<file path="config.mk">
export PLATFORM = sky130hd
export DESIGN_NAME = sprite_tile_rom_arbiter
export DESIGN_NICKNAME = d
export VERILOG_FILES = /design/src/rtl/sprite_tile_rom_arbiter_pkg.sv /design/src/rtl/sprite_tile_rom_arbiter_rr.sv /design/src/rtl/sprite_tile_rom_arbiter.sv
export SDC_FILE = /design/constraint.sdc
export NUM_CORES = 1
export LEC_CHECK = 0
export ABC_AREA = 0
export CAP_MARGIN = 10
export CORE_ASPECT_RATIO = 0.7
export CORE_MARGIN = 2
export CORE_UTILIZATION = 54
export CTS_BUF_LIST = sky130_fd_sc_hd__clkbuf_16
export CTS_CLUSTER_SIZE = 14
export DETAILED_ROUTE_END_ITERATION = 10
export PLACE_DENSITY = 0.88
export SYNTH_ARGS = -nofsm -noshare
export SYNTH_HDL_FRONTEND = slang
export SYNTH_SLANG_ARGS = --single-unit
</file>
<file path="constraint.sdc">
create_clock -name clk -period 10.45 [get_ports clk]
set_input_delay 2.6125 -clock clk [delete_from_list [all_inputs] [get_ports clk]]
set_output_delay 2.6125 -clock clk [all_outputs]
set_load 0.1 [all_outputs]
</file>
<file path="src/rtl/sprite_tile_rom_arbiter_pkg.sv">
`default_nettype none
// ============================================================================
// Module      : sprite_tile_rom_arbiter_pkg
// Description : Shared PPU defines: display/colour widths, sprite tile ROM
//               geometry defaults and packed-slice helper functions.
// Revision    : 1.0 - initial release
// ============================================================================
package sprite_tile_rom_arbiter_pkg;

    // Display-side widths shared across the PPU
    localparam int VGA_POSXY_BIT          = 10;
    localparam int RGB_BIT                = 12;

    // Sprite tile ROM arbiter defaults
    localparam int SPRITE_NUM_REQ         = 8;
    localparam int SPRITE_TILEROM_ADDRBIT = 10;
    localparam int SPRITE_TILEDATA_BIT    = 32;

    // Lowest bit of slice k in a vector packed with WIDTH-bit slices
    function automatic int unsigned slice_lo(input int unsigned k, input int unsigned width);
        return k * width;
    endfunction

    // Width of a pointer that addresses n requesters (at least one bit)
    function automatic int unsigned ptr_width(input int unsigned n);
        return (n > 1) ? $clog2(n) : 1;
    endfunction

endpackage
`default_nettype wire

</file>
<file path="src/rtl/sprite_tile_rom_arbiter_rr.sv">
`default_nettype none
// ============================================================================
// Module      : rr_arbiter
// Description : Combinational round-robin arbiter. The search starts at ptr
//               and the first set request bit wins; grant is one-hot or zero.
// Revision    : 1.0 - initial release
// ============================================================================
module rr_arbiter #(
    parameter int NUM_REQ = 8,
    parameter int PTR_W   = 3
) (
    input  logic [NUM_REQ-1:0] req,
    input  logic [PTR_W-1:0]   ptr,
    output logic [NUM_REQ-1:0] grant
);

    // Requests rotated so that requester ptr sits at bit 0
    logic [NUM_REQ-1:0] rotated;
    logic [NUM_REQ-1:0] first;
    logic               found;

    assign rotated = NUM_REQ'({req, req} >> ptr);

    // Pick the lowest set bit of the rotated request vector
    always_comb begin
        first = '0;
        found = 1'b0;
        for (int i = 0; i < NUM_REQ; i++) begin
            if (!found && rotated[i]) begin
                first[i] = 1'b1;
                found    = 1'b1;
            end
        end
    end

    // Rotate the winner back into requester numbering
    assign grant = NUM_REQ'(({first, first} << ptr) >> NUM_REQ);

endmodule
`default_nettype wire

</file>
<file path="src/rtl/sprite_tile_rom_arbiter.sv">
`default_nettype none
// ============================================================================
// Module      : sprite_tile_rom_arbiter
// Description : Shares one single-port tile ROM among NUM_REQ sprite
//               tile-draw requesters. One round-robin read per cycle; the
//               address is driven combinationally from the grant and the data
//               is returned with a one-cycle ack the following cycle.
//               Optional feature macro: SPRITE_ARB_CACHE_EN adds a last-index
//               tag per requester so repeated fetches bypass the ROM.
// Revision    : 1.0 - initial release
// ============================================================================
module sprite_tile_rom_arbiter
    import sprite_tile_rom_arbiter_pkg::*;
#(
    parameter int NUM_REQ = SPRITE_NUM_REQ,
    parameter int ADDR_W  = SPRITE_TILEROM_ADDRBIT,
    parameter int DATA_W  = SPRITE_TILEDATA_BIT
) (
    input  logic                      clk,
    input  logic                      rstn,
    input  logic                      flush_i,
    input  logic [NUM_REQ-1:0]        req_i,
    input  logic [NUM_REQ*ADDR_W-1:0] idx_i,
    output logic [NUM_REQ-1:0]        ack_o,
    output logic [NUM_REQ*DATA_W-1:0] data_o,
    output logic                      rom_en_o,
    output logic [ADDR_W-1:0]         rom_addr_o,
    input  logic [DATA_W-1:0]         rom_data_i
);

    localparam int PTR_W = ptr_width(NUM_REQ);

    logic [ADDR_W-1:0]  idx [NUM_REQ];
    logic [DATA_W-1:0]  data_q [NUM_REQ];
    logic [NUM_REQ-1:0] ack_q;          // served last cycle, acked now
    logic [NUM_REQ-1:0] ack_prev;       // acked in the previous cycle
    logic [NUM_REQ-1:0] eligible;
    logic [NUM_REQ-1:0] hit;
    logic [NUM_REQ-1:0] grant;
    logic [PTR_W-1:0]   rr_ptr;
    logic [PTR_W-1:0]   grant_idx;
    logic               inflight_valid;
    logic [PTR_W-1:0]   inflight_idx;

    // Unpack per-requester index slices and present per-requester data;
    // the slice being filled this cycle shows the ROM data directly.
    for (genvar k = 0; k < NUM_REQ; k++) begin : g_slice
        localparam int ALO = int'(slice_lo(k, ADDR_W));
        localparam int DLO = int'(slice_lo(k, DATA_W));
        assign idx[k] = idx_i[ALO +: ADDR_W];
        assign data_o[DLO +: DATA_W] =
            (inflight_valid && (inflight_idx == PTR_W'(k))) ? rom_data_i : data_q[k];
    end

    // A requester stays blocked while its stale request is still visible:
    // the ack cycle and the cycle after it. Gated by rstn so the ROM port
    // stays quiet during reset.
    assign eligible = rstn ? (req_i & ~ack_q & ~ack_prev) : '0;

    rr_arbiter #(
        .NUM_REQ (NUM_REQ),
        .PTR_W   (PTR_W)
    ) u_rr_arbiter (
        .req   (eligible & ~hit),
        .ptr   (rr_ptr),
        .grant (grant)
    );

    // Encode the one-hot grant and steer the winner's index to the ROM
    always_comb begin
        grant_idx  = '0;
        rom_addr_o = '0;
        for (int k = 0; k < NUM_REQ; k++) begin
            if (grant[k]) begin
                grant_idx  = PTR_W'(k);
                rom_addr_o = idx[k];
            end
        end
    end

    assign rom_en_o = |grant;
    assign ack_o    = ack_q;

    // Ack scheduling, in-flight tag and round-robin pointer
    always_ff @(posedge clk or negedge rstn) begin
        if (!rstn) begin
            ack_q          <= '0;
            ack_prev       <= '0;
            inflight_valid <= 1'b0;
            inflight_idx   <= '0;
            rr_ptr         <= '0;
        end else begin
            ack_q          <= grant | hit;
            ack_prev       <= ack_q;
            inflight_valid <= rom_en_o;
            inflight_idx   <= grant_idx;
            if (rom_en_o) begin
                rr_ptr <= (grant_idx == PTR_W'(NUM_REQ - 1)) ? '0 : grant_idx + PTR_W'(1);
            end
        end
    end

    // Hold each requester's last ROM data until its next fill
    always_ff @(posedge clk or negedge rstn) begin
        if (!rstn) begin
            for (int k = 0; k < NUM_REQ; k++) begin
                data_q[k] <= '0;
            end
        end else if (inflight_valid) begin
            data_q[inflight_idx] <= rom_data_i;
        end
    end

`ifdef SPRITE_ARB_CACHE_EN
    logic [ADDR_W-1:0]  tag_q [NUM_REQ];
    logic [NUM_REQ-1:0] tag_valid;
    logic [ADDR_W-1:0]  inflight_addr;

    // An eligible request matching its requester's valid tag is a hit
    always_comb begin
        hit = '0;
        for (int k = 0; k < NUM_REQ; k++) begin
            hit[k] = eligible[k] & tag_valid[k] & (tag_q[k] == idx[k]);
        end
    end

    // Tag fill on ROM return; a line-start flush invalidates everything
    always_ff @(posedge clk or negedge rstn) begin
        if (!rstn) begin
            tag_valid     <= '0;
            inflight_addr <= '0;
            for (int k = 0; k < NUM_REQ; k++) begin
                tag_q[k] <= '0;
            end
        end else begin
            inflight_addr <= rom_addr_o;
            if (inflight_valid) begin
                tag_q[inflight_idx] <= inflight_addr;
            end
            if (flush_i) begin
                tag_valid <= '0;
            end else if (inflight_valid) begin
                tag_valid[inflight_idx] <= 1'b1;
            end
        end
    end
`else
    // No tag storage: every request goes to the ROM and flush has no effect
    logic unused_flush;
    assign hit          = '0;
    assign unused_flush = flush_i;
`endif

endmodule
`default_nettype wire
</file>
Yosys cells after proc, flatten, opt, wreduce, memory -nomap -nowiden
Index checks and enable logic that the tools add are counted.

Output and inout port bits: 275. Input port bits: 123. Word-level logic and storage cells: 98. Bits in registers: 279.

Multiplexer cells: 42. Shift operators: 2. Order comparisons: 2. $add $sub $neg: 1. Bitwise logic cells: 5. Reduce and logical (&&, ||, !) cells: 25. Equality and inequality tests: 8.

Operators by type and width (number): two-way mux 32 bit (9); bitwise mux 256 bit (1); demux 32 bit (select 3 bit) (1); two-way mux 10 bit (8); bitwise AND 8 bit (2); logical AND 1 bit (16); NOT 8 bit (2); left shift 16 x 3 -> 16 bit (1); >> shifter 16 x 3 -> 8 bit (1); == test 3 bit, second input constant (5); two-way mux 1 bit (15); two-way mux 3 bit (5); two-way mux 8 bit (1); OR reduction 8 bit (1); logical NOT 1 bit (7); == test 3 x 2 -> 1 bit, second input constant (2); >= comparator 4 bit, second input constant (1); < comparator 4 x 1 -> 1 bit, second input constant (1); two-way mux 2 bit (2); NOT 3 -> 4 bit (1); adder 3 x 1 -> 3 bit, second input constant (1); == test 3 x 1 -> 1 bit, second input constant (1); logical NOT 3 bit (1).

Longest topological paths before layout
Gate-level depths: netlist of run 1.

Depth in word-level cells: 37. Depth in mapped cells: 15. Mapped depth without buffers: 13.

Modules after synthesis
From an unflattened synthesis of run 1, not the netlist that was laid out.

Cell total of the unflattened synthesis: 1084. Area total of the unflattened synthesis: 14784.2 um^2.

Modules (own cells, without submodules): sprite_tile_rom_arbiter (cells each 1008, instances 1, seq. area each 6981.7 um^2, area an instance 14164.8 um^2); rr_arbiter (cells each 76, instances 1, seq. area each 0.0 um^2, area an instance 619.3 um^2).

Least setup slack after synthesis of run 1
Ideal clock, no wire load.

Path type: input port to output port. From: in rstn. To: out rom_addr_o[0]. Cell stages on the path: 11. Path buffers: 2. Arrival: 5709 ps. Required time: 7837 ps. Slack: 2128 ps. Cells stage by stage: buf_2 > nor2b_1 > o21ai_1 > a2111oi_0 > a21o_1 > a41oi_1 > a221oi_1 > a211o_1 > clkbuf_1 > a211o_1 > nand3_1.

Longest elaborated chain between the ends: 33. Elaborated cells on any way between the ends: 39. Classes of those cells: 2 x shift; 23 x mux; 14 x reduce/logical.

Ends and longest elaborated chain: from (decl) (line sprite_tile_rom_arbiter.sv:20) `input logic rstn,`; two-way mux 8 bit * (line sprite_tile_rom_arbiter.sv:58) `assign eligible = rstn ? (req_i & ~ack_q & ~ack_prev) : '0;`; >> shifter 16 x 3 -> 8 bit * (line sprite_tile_rom_arbiter_rr.sv:22) `assign rotated = NUM_REQ'({req, req} >> ptr);`; two-way mux 1 bit (line sprite_tile_rom_arbiter_rr.sv:29) `if (!found && rotated[i]) begin`; logical NOT 1 bit (line sprite_tile_rom_arbiter_rr.sv:29); logical AND 1 bit (line sprite_tile_rom_arbiter_rr.sv:29); two-way mux 1 bit (line sprite_tile_rom_arbiter_rr.sv:29); logical NOT 1 bit (line sprite_tile_rom_arbiter_rr.sv:29); logical AND 1 bit (line sprite_tile_rom_arbiter_rr.sv:29); [... 11 more ...]; logical AND 1 bit (line sprite_tile_rom_arbiter_rr.sv:29); two-way mux 1 bit (line sprite_tile_rom_arbiter_rr.sv:29); logical NOT 1 bit (line sprite_tile_rom_arbiter_rr.sv:29); logical AND 1 bit (line sprite_tile_rom_arbiter_rr.sv:29); two-way mux 1 bit (line sprite_tile_rom_arbiter_rr.sv:29); left shift 16 x 3 -> 16 bit * (line sprite_tile_rom_arbiter_rr.sv:37) `assign grant = NUM_REQ'(({first, first} << ptr) >> NUM_REQ);`; two-way mux 10 bit (7 in a row) (line sprite_tile_rom_arbiter.sv:74) `if (grant[k]) begin`; two-way mux 10 bit * (line sprite_tile_rom_arbiter.sv:74); to (decl) (line sprite_tile_rom_arbiter.sv:27) `output logic [ADDR_W-1:0] rom_addr_o,`.

Every way passes the cells marked *; elsewhere a longest branch is shown, timed or not.

Worst setup path after layout of run 1
From: in req_i[5]. To: out rom_en_o.

Longest elaborated chain between the ends: 28. Elaborated cells on any way between the ends: 34. Classes of those cells: 2 x shift; 15 x mux; 2 x bitwise; 15 x reduce/logical.

Ends and longest elaborated chain: from (decl) (line sprite_tile_rom_arbiter.sv:22) `input logic [NUM_REQ-1:0] req_i,`; bitwise AND 8 bit * (2 in a row) (line sprite_tile_rom_arbiter.sv:58); two-way mux 8 bit * (line sprite_tile_rom_arbiter.sv:58); >> shifter 16 x 3 -> 8 bit * (line sprite_tile_rom_arbiter_rr.sv:22); two-way mux 1 bit (line sprite_tile_rom_arbiter_rr.sv:29); logical NOT 1 bit (line sprite_tile_rom_arbiter_rr.sv:29); logical AND 1 bit (line sprite_tile_rom_arbiter_rr.sv:29); two-way mux 1 bit (line sprite_tile_rom_arbiter_rr.sv:29); logical NOT 1 bit (line sprite_tile_rom_arbiter_rr.sv:29); [... 11 more ...]; logical NOT 1 bit (line sprite_tile_rom_arbiter_rr.sv:29); logical AND 1 bit (line sprite_tile_rom_arbiter_rr.sv:29); two-way mux 1 bit (line sprite_tile_rom_arbiter_rr.sv:29); logical NOT 1 bit (line sprite_tile_rom_arbiter_rr.sv:29); logical AND 1 bit (line sprite_tile_rom_arbiter_rr.sv:29); two-way mux 1 bit (line sprite_tile_rom_arbiter_rr.sv:29); left shift 16 x 3 -> 16 bit * (line sprite_tile_rom_arbiter_rr.sv:37); OR reduction 8 bit * (line sprite_tile_rom_arbiter.sv:81) `assign rom_en_o = |grant;`; to (decl) (line sprite_tile_rom_arbiter.sv:26) `output logic rom_en_o,`.

Marks and branches as above.

==> reports/metrics.yaml, run 1 <==
run_status:
  status: "completed"
routing:
  dr.pass1.iters: 8
  vias: 11500
  wl_per_cell_um: 23.8
  drt-vias-per-instance: 6.00
  drtIter0Drc: 699
  drc_errors: 0
  ant_nets: 0
  wl_mm: 45.6
synth:
  synth_flop_cell: "dfrtp_1"
  yosysWarnings: 0
  synth-edff-count: 0
  synth_area_leaders: "dfrtp_1, mux2_2, clkbuf_1"
  yosysTopAreaCell: "dfrtp_1"
  synth_top_area_share: 0.457
  synth_area_um2: 15300
  syn_nets: 1315
  syn_inst: 1190
  ys_async_sr_fraction: 1.00
  yosysUniqueCellTypes: 72
  synth.avg_cell_area_um2: 12.8
  yosysSeqAreaShare: 0.457
  ys_seq_elements: 279
layout:
  multiInputGateArea_um2: 7850
  n_fill_cell: 1876
  stdcell_count: 1919
  layout.nets: 1647
  drive_gt1_frac: 0.400
  area.sequential_um2: 6980
  fin_area_um2: 20300
  area_delta_synth_final_pct: 32.8
clock_tree:
  cts_hold_buf: 0
  post_cts_buffers: 0
  root_buffer: "clkbuf_16"
  cts_buffer_depth: 3
  clock_latency_ps: 550
  cts_tree: "built"
  clock-sinks: 279
  post_cts_resized: 0
  clkTransAtPathRegs_ps: 60
  htree_levels: 1
  cts_buffers: 28
floorplan:
  row_count: 51
  initial_core_util: 0.550
  fp.dieW_um: 205
  dieArea_um2: 29700
  ioPinCount: 398
  die_h_um: 145
  coreArea_um2: 27800
global_route:
  grt_pass1_vias: 11700
  grt_start_max_net_pins: 171
  overflow: 0
  antenna_found_initial: 5
  grtUsageTotal: 0.299
  grt_pass1_wl_mm: 68.5
timing:
  setup_ws_ps: 932
  max_freq_mhz: 105
  relSlewSlack: 0.263
  drv_slew: 0
  setup_violations: 0
  worstMarginPinSlew_ps: 1100
  hold_viol_final: 0
  rsz0062_at_grt: "no"
  final.period_utilization: 0.911
  skew_ps: 9.17
  period_needed_ps: 9520
  setup_tns_ps: 0
placement:
  dp.cells: 1863
  placed_area_um2: 19400
  place_congestion: 0.940
  pre_cts_slack_ps: 1080
  place_hpwl_mm: 31.3
  place.port_buffers: 396
worst_setup_path:
  endpoint_kind: "output pin"
  crit_top_cell: "buf_4"
  crit_chain: "clkdlybuf4s50_1 > nor4bb_1 > o21ai_1 > a2111oi_0 > a21o_1 > a41oi_1 > a221oi_1 > buf_4 > a211o_1 > or4_1 > buf_4"
  cp_max_fo: 12
  criticalPathCategory: "in -> out"
  crit_path_start: "req_i[5]"
  rr_startpoint: "rr_ptr[1]"
  arrival_ps: 6910
  start_kind: "primary input"
  critPathMaxStageDelay_ps: 790
  worst_ep_required_time_ps: 7840
  slowest_stage: "a2111oi_0"
hold_path:
  holdCritPathClass: "reg -> reg"
  hold_start: "ack_o[4]"
run:
  drv_cap: 0
[Yosys cell counts (11+ instances only)]
cell type,count
a211o_1,15
a21oi_1,11
a221oi_1,13
clkbuf_1,107
dfrtp_1,279
mux2_2,512
nand2b_1,12
nand3_1,16
nand3b_1,11
nor2_1,14
nor3_1,15
o21ai_0,21
[logic make-up (layout without fill, tap and decap cells)]
logic type / Yosys count / after routing / synth area share
other: 0 / 5 / 0
buffers and inverters: 123 / 476 / 0.0312
DFF: 279 / 279 / 0.457
AOI/OAI and AO/OA: 128 / 128 / 0.0653
adders and majority gates: 2 / 2 / 0.00164
muxes: 517 / 517 / 0.383
and+or+nand+nor: 141 / 141 / 0.0624
[area by class of cell]
cell class | instances | share of cell area
timing repair buffer | 418 | 0.203
clock inverter | 23 | 0.00721
sequential | 279 | 0.344
clock buffer | 28 | 0.0345
tap | 371 | 0.0229
multi-input combinational | 788 | 0.387
antenna | 5 | 0.000616
inverter | 7 | 0.00129
[state kept, by name, indices dropped and copies added, names as in the netlist]
register	flops
data_q	256
ack_o	8
ack_prev	8
inflight_idx	3
rr_ptr	3
inflight_valid	1
[critical path, delay by kind of cell]
kind	cells	cell delay, ps
AOI/OAI and AO/OA	6	2170
and+or+nand+nor	2	970
buffers and inverters	3	1130
[placed cells by master, fill, tap and decap left out, types with 5 or more instances in the layout]
cell	Yosys	routed
nand3b_1	11	11
nor2_1	14	14
a211o_1	15	15
inv_1	5	12
a221oi_1	13	13
o21ai_1	6	6
buf_4	0	32
o221ai_1	10	10
dfrtp_1	279	279
diode_2	0	5
a222oi_1	10	10
nand2_1	8	8
o21ai_0	21	21
nand4_1	7	7
nor3_1	15	13
clkinv_2	0	7
a21oi_1	11	11
clkdlybuf4s50_1	0	384
nand3_1	16	16
nor3b_1	7	5
clkbuf_16	0	28
clkinv_1	2	7
mux2_2	512	512
nand2b_1	12	12
[final timing paths]
check                                    to  cells after the start  slack [ps]
worst min register to register  ack_prev[4]                      0         460
max in group asynchronous       data_q[118]                      2        7100
worst min-delay path            ack_prev[4]                      0         460
worst max-delay path               rom_en_o                     11         930
worst max register to register    rr_ptr[2]                     13        5730
min in group asynchronous        data_q[40]                      1        1990
[metal layers]
layer,share of wire,vias up,GRT usage
li1,-,5133,-
met1,0.42,5801,0.393
met2,0.47,494,0.489
met3,0.080,90,0.0748
met4,0.029,0,0.0954
met5,0,-,0
[per-stage QoR]
stage,hold WS [ps],util
after global routing,472,0.730
after floorplan,474,-
after detailed placement,440,0.699
final,465,0.730
after global placement,429,0.699
after CTS,455,0.729
Power of run 1 is left out: the tool's default activity adds up to more than one toggle a clock period on the data nets, which glitch-free logic cannot reach.
==> run 2: changes to the inputs <==
ABC_CLOCK_PERIOD_IN_PS = 10450   (was default)
CORE_MARGIN = default   (was 2)
==> reports/metrics.yaml, run 2 (same netlist as run 1, synthesis figures left out) <==
run_status:
  status: "completed"
hold_path:
  hold_start: "ack_o[6]"
  holdCritPathClass: "reg -> reg"
  hold_depth: 0
  hold_end: "ack_prev[6]"
layout:
  largest_reg_flops: 256
  post-route-util: 0.731
  mostFrequentLayoutCells: "mux2_2, clkdlybuf4s50_1, dfrtp_1"
  multiInputGateArea_um2: 7850
  drive_gt1_frac: 0.402
  area_delta_synth_final_pct: 33.0
  n_fill_cell: 1862
  area.sequential_um2: 6980
  layout.nets: 1652
  largest-register: "data_q"
  layout_commonest_cell: "mux2_2"
global_route:
  grt_start_max_net_pins: 71
  grt_pass1_wl_mm: 68.1
  overflow: 0
  antenna_found_initial: 1
  grtUsageTotal: 0.304
  grt_pass1_vias: 11600
floorplan:
  initial_core_util: 0.550
  coreArea_um2: 27800
  row_count: 51
  dieArea_um2: 29000
  ioPinCount: 398
  die_h_um: 143
  fp.dieW_um: 203
timing:
  hold_viol_final: 0
  setup_violations: 0
  rsz0062_at_grt: "no"
  drv_slew: 0
  setup_tns_ps: 0
  relSlewSlack: 0.256
  max_freq_mhz: 106
  worstMarginPinSlew_ps: 1110
  final.period_utilization: 0.904
  period_needed_ps: 9440
  skew_ps: 23.4
routing:
  wl_mm: 44.6
  drtIter0Drc: 744
  vias: 11500
  ant_nets: 0
  dr.pass1.iters: 7
  drc_errors: 0
  drt-vias-per-instance: 6.01
  wl_per_cell_um: 23.2
worst_setup_path:
  criticalPathCategory: "in -> out"
  r2r_cells: 13
  critPathBufInv: 3
  endpoint_kind: "output pin"
  r2r_slack_ps: 5630
  worst_ep_required_time_ps: 7840
  slowest_stage: "nor4b_1"
  arrival_ps: 6830
  crit_chain: "clkdlybuf4s50_1 > nor4b_1 > o21ai_1 > a2111oi_0 > a21o_1 > a41oi_1 > a221oi_1 > buf_4 > a211o_1 > or4_1 > buf_4"
  crit_family: "compound AO/OA/AOI/OAI gates"
  crit_top_cell: "buf_4"
  r2r-end: "rr_ptr[2]"
  rr_startpoint: "rr_ptr[1]"
  critPathMaxStageDelay_ps: 690
  start_kind: "primary input"
  cp_max_fo: 12
placement:
  place_hpwl_mm: 30.7
  place.port_buffers: 396
  place_congestion: 0.933
clock_tree:
  clock-sinks: 279
  clkTransAtPathRegs_ps: 60
  cts_tree: "built"
  post_cts_resized: 0
  cts_buffers: 28
  htree_levels: 1
  cts_hold_buf: 0
  post_cts_buffers: 0
  cts_buffer_depth: 3
  clock_latency_ps: 550
  root_buffer: "clkbuf_16"
run:
  drv_cap: 0
run 2: how the worst max path moves through the flow:
| stage | end | slack [ps] | depth (start not counted) | start |
|---|---|---|---|---|
| 2_1_floorplan | rom_addr_o[0] | 2130 | 11 | rstn |
| 3_3_place_gp | rom_en_o | 1130 | 11 | req_i[2] |
| 3_5_place_dp | rom_en_o | 1130 | 11 | req_i[2] |
| 4_1_cts | rom_en_o | 1120 | 11 | req_i[2] |
| 5_1_grt | rom_en_o | 790 | 11 | req_i[3] |
| 6_report | rom_en_o | 1010 | 11 | req_i[2] |
run 2: cell type report:
| cell class | instances | share of cell area |
|---|---|---|
| multi-input cells | 788 | 0.386 |
| clock inverters | 23 | 0.00843 |
| diodes | 1 | 0.000123 |
| repair buffers | 423 | 0.204 |
| clock buffers | 28 | 0.0344 |
| inverters | 7 | 0.00129 |
| flip-flops and latches | 279 | 0.343 |
| well taps | 371 | 0.0228 |
run 2: through the flow:
| stage | area [um^2] | hold slack, ps | setup slack (ps) | instances |
|---|---|---|---|---|
| 4_1_cts | 20300 | 445 | 1120 | 1919 |
| 2_1_floorplan | 15300 | 474 | 2130 | 1190 |
| 5_1_grt | 20300 | 466 | 790 | 1920 |
| 3_5_place_dp | 19500 | 432 | 1130 | 1868 |
| 3_3_place_gp | 19500 | 415 | 1130 | 1868 |
| 6_report | 20300 | 448 | 1010 | 1920 |
run 2: layer usage:
layer	global-route usage	routed length, um
met1	0.405	19100
met2	0.491	20700
met3	0.0760	3530
met4	0.0930	1310
met5	0	0
run 2: worst reg2reg max path, delay by kind of cell (launching register included):
family | cells | cell delay (ps)
multiplexers | 1 | 250
flip-flops | 1 | 320
adder cells (fa/ha/maj) | 2 | 520
buffers and inverters | 2 | 480
AND/OR/NAND/NOR | 3 | 1360
AO/OA/AOI/OAI | 5 | 1760
Power of run 2 is left out for the same reason.
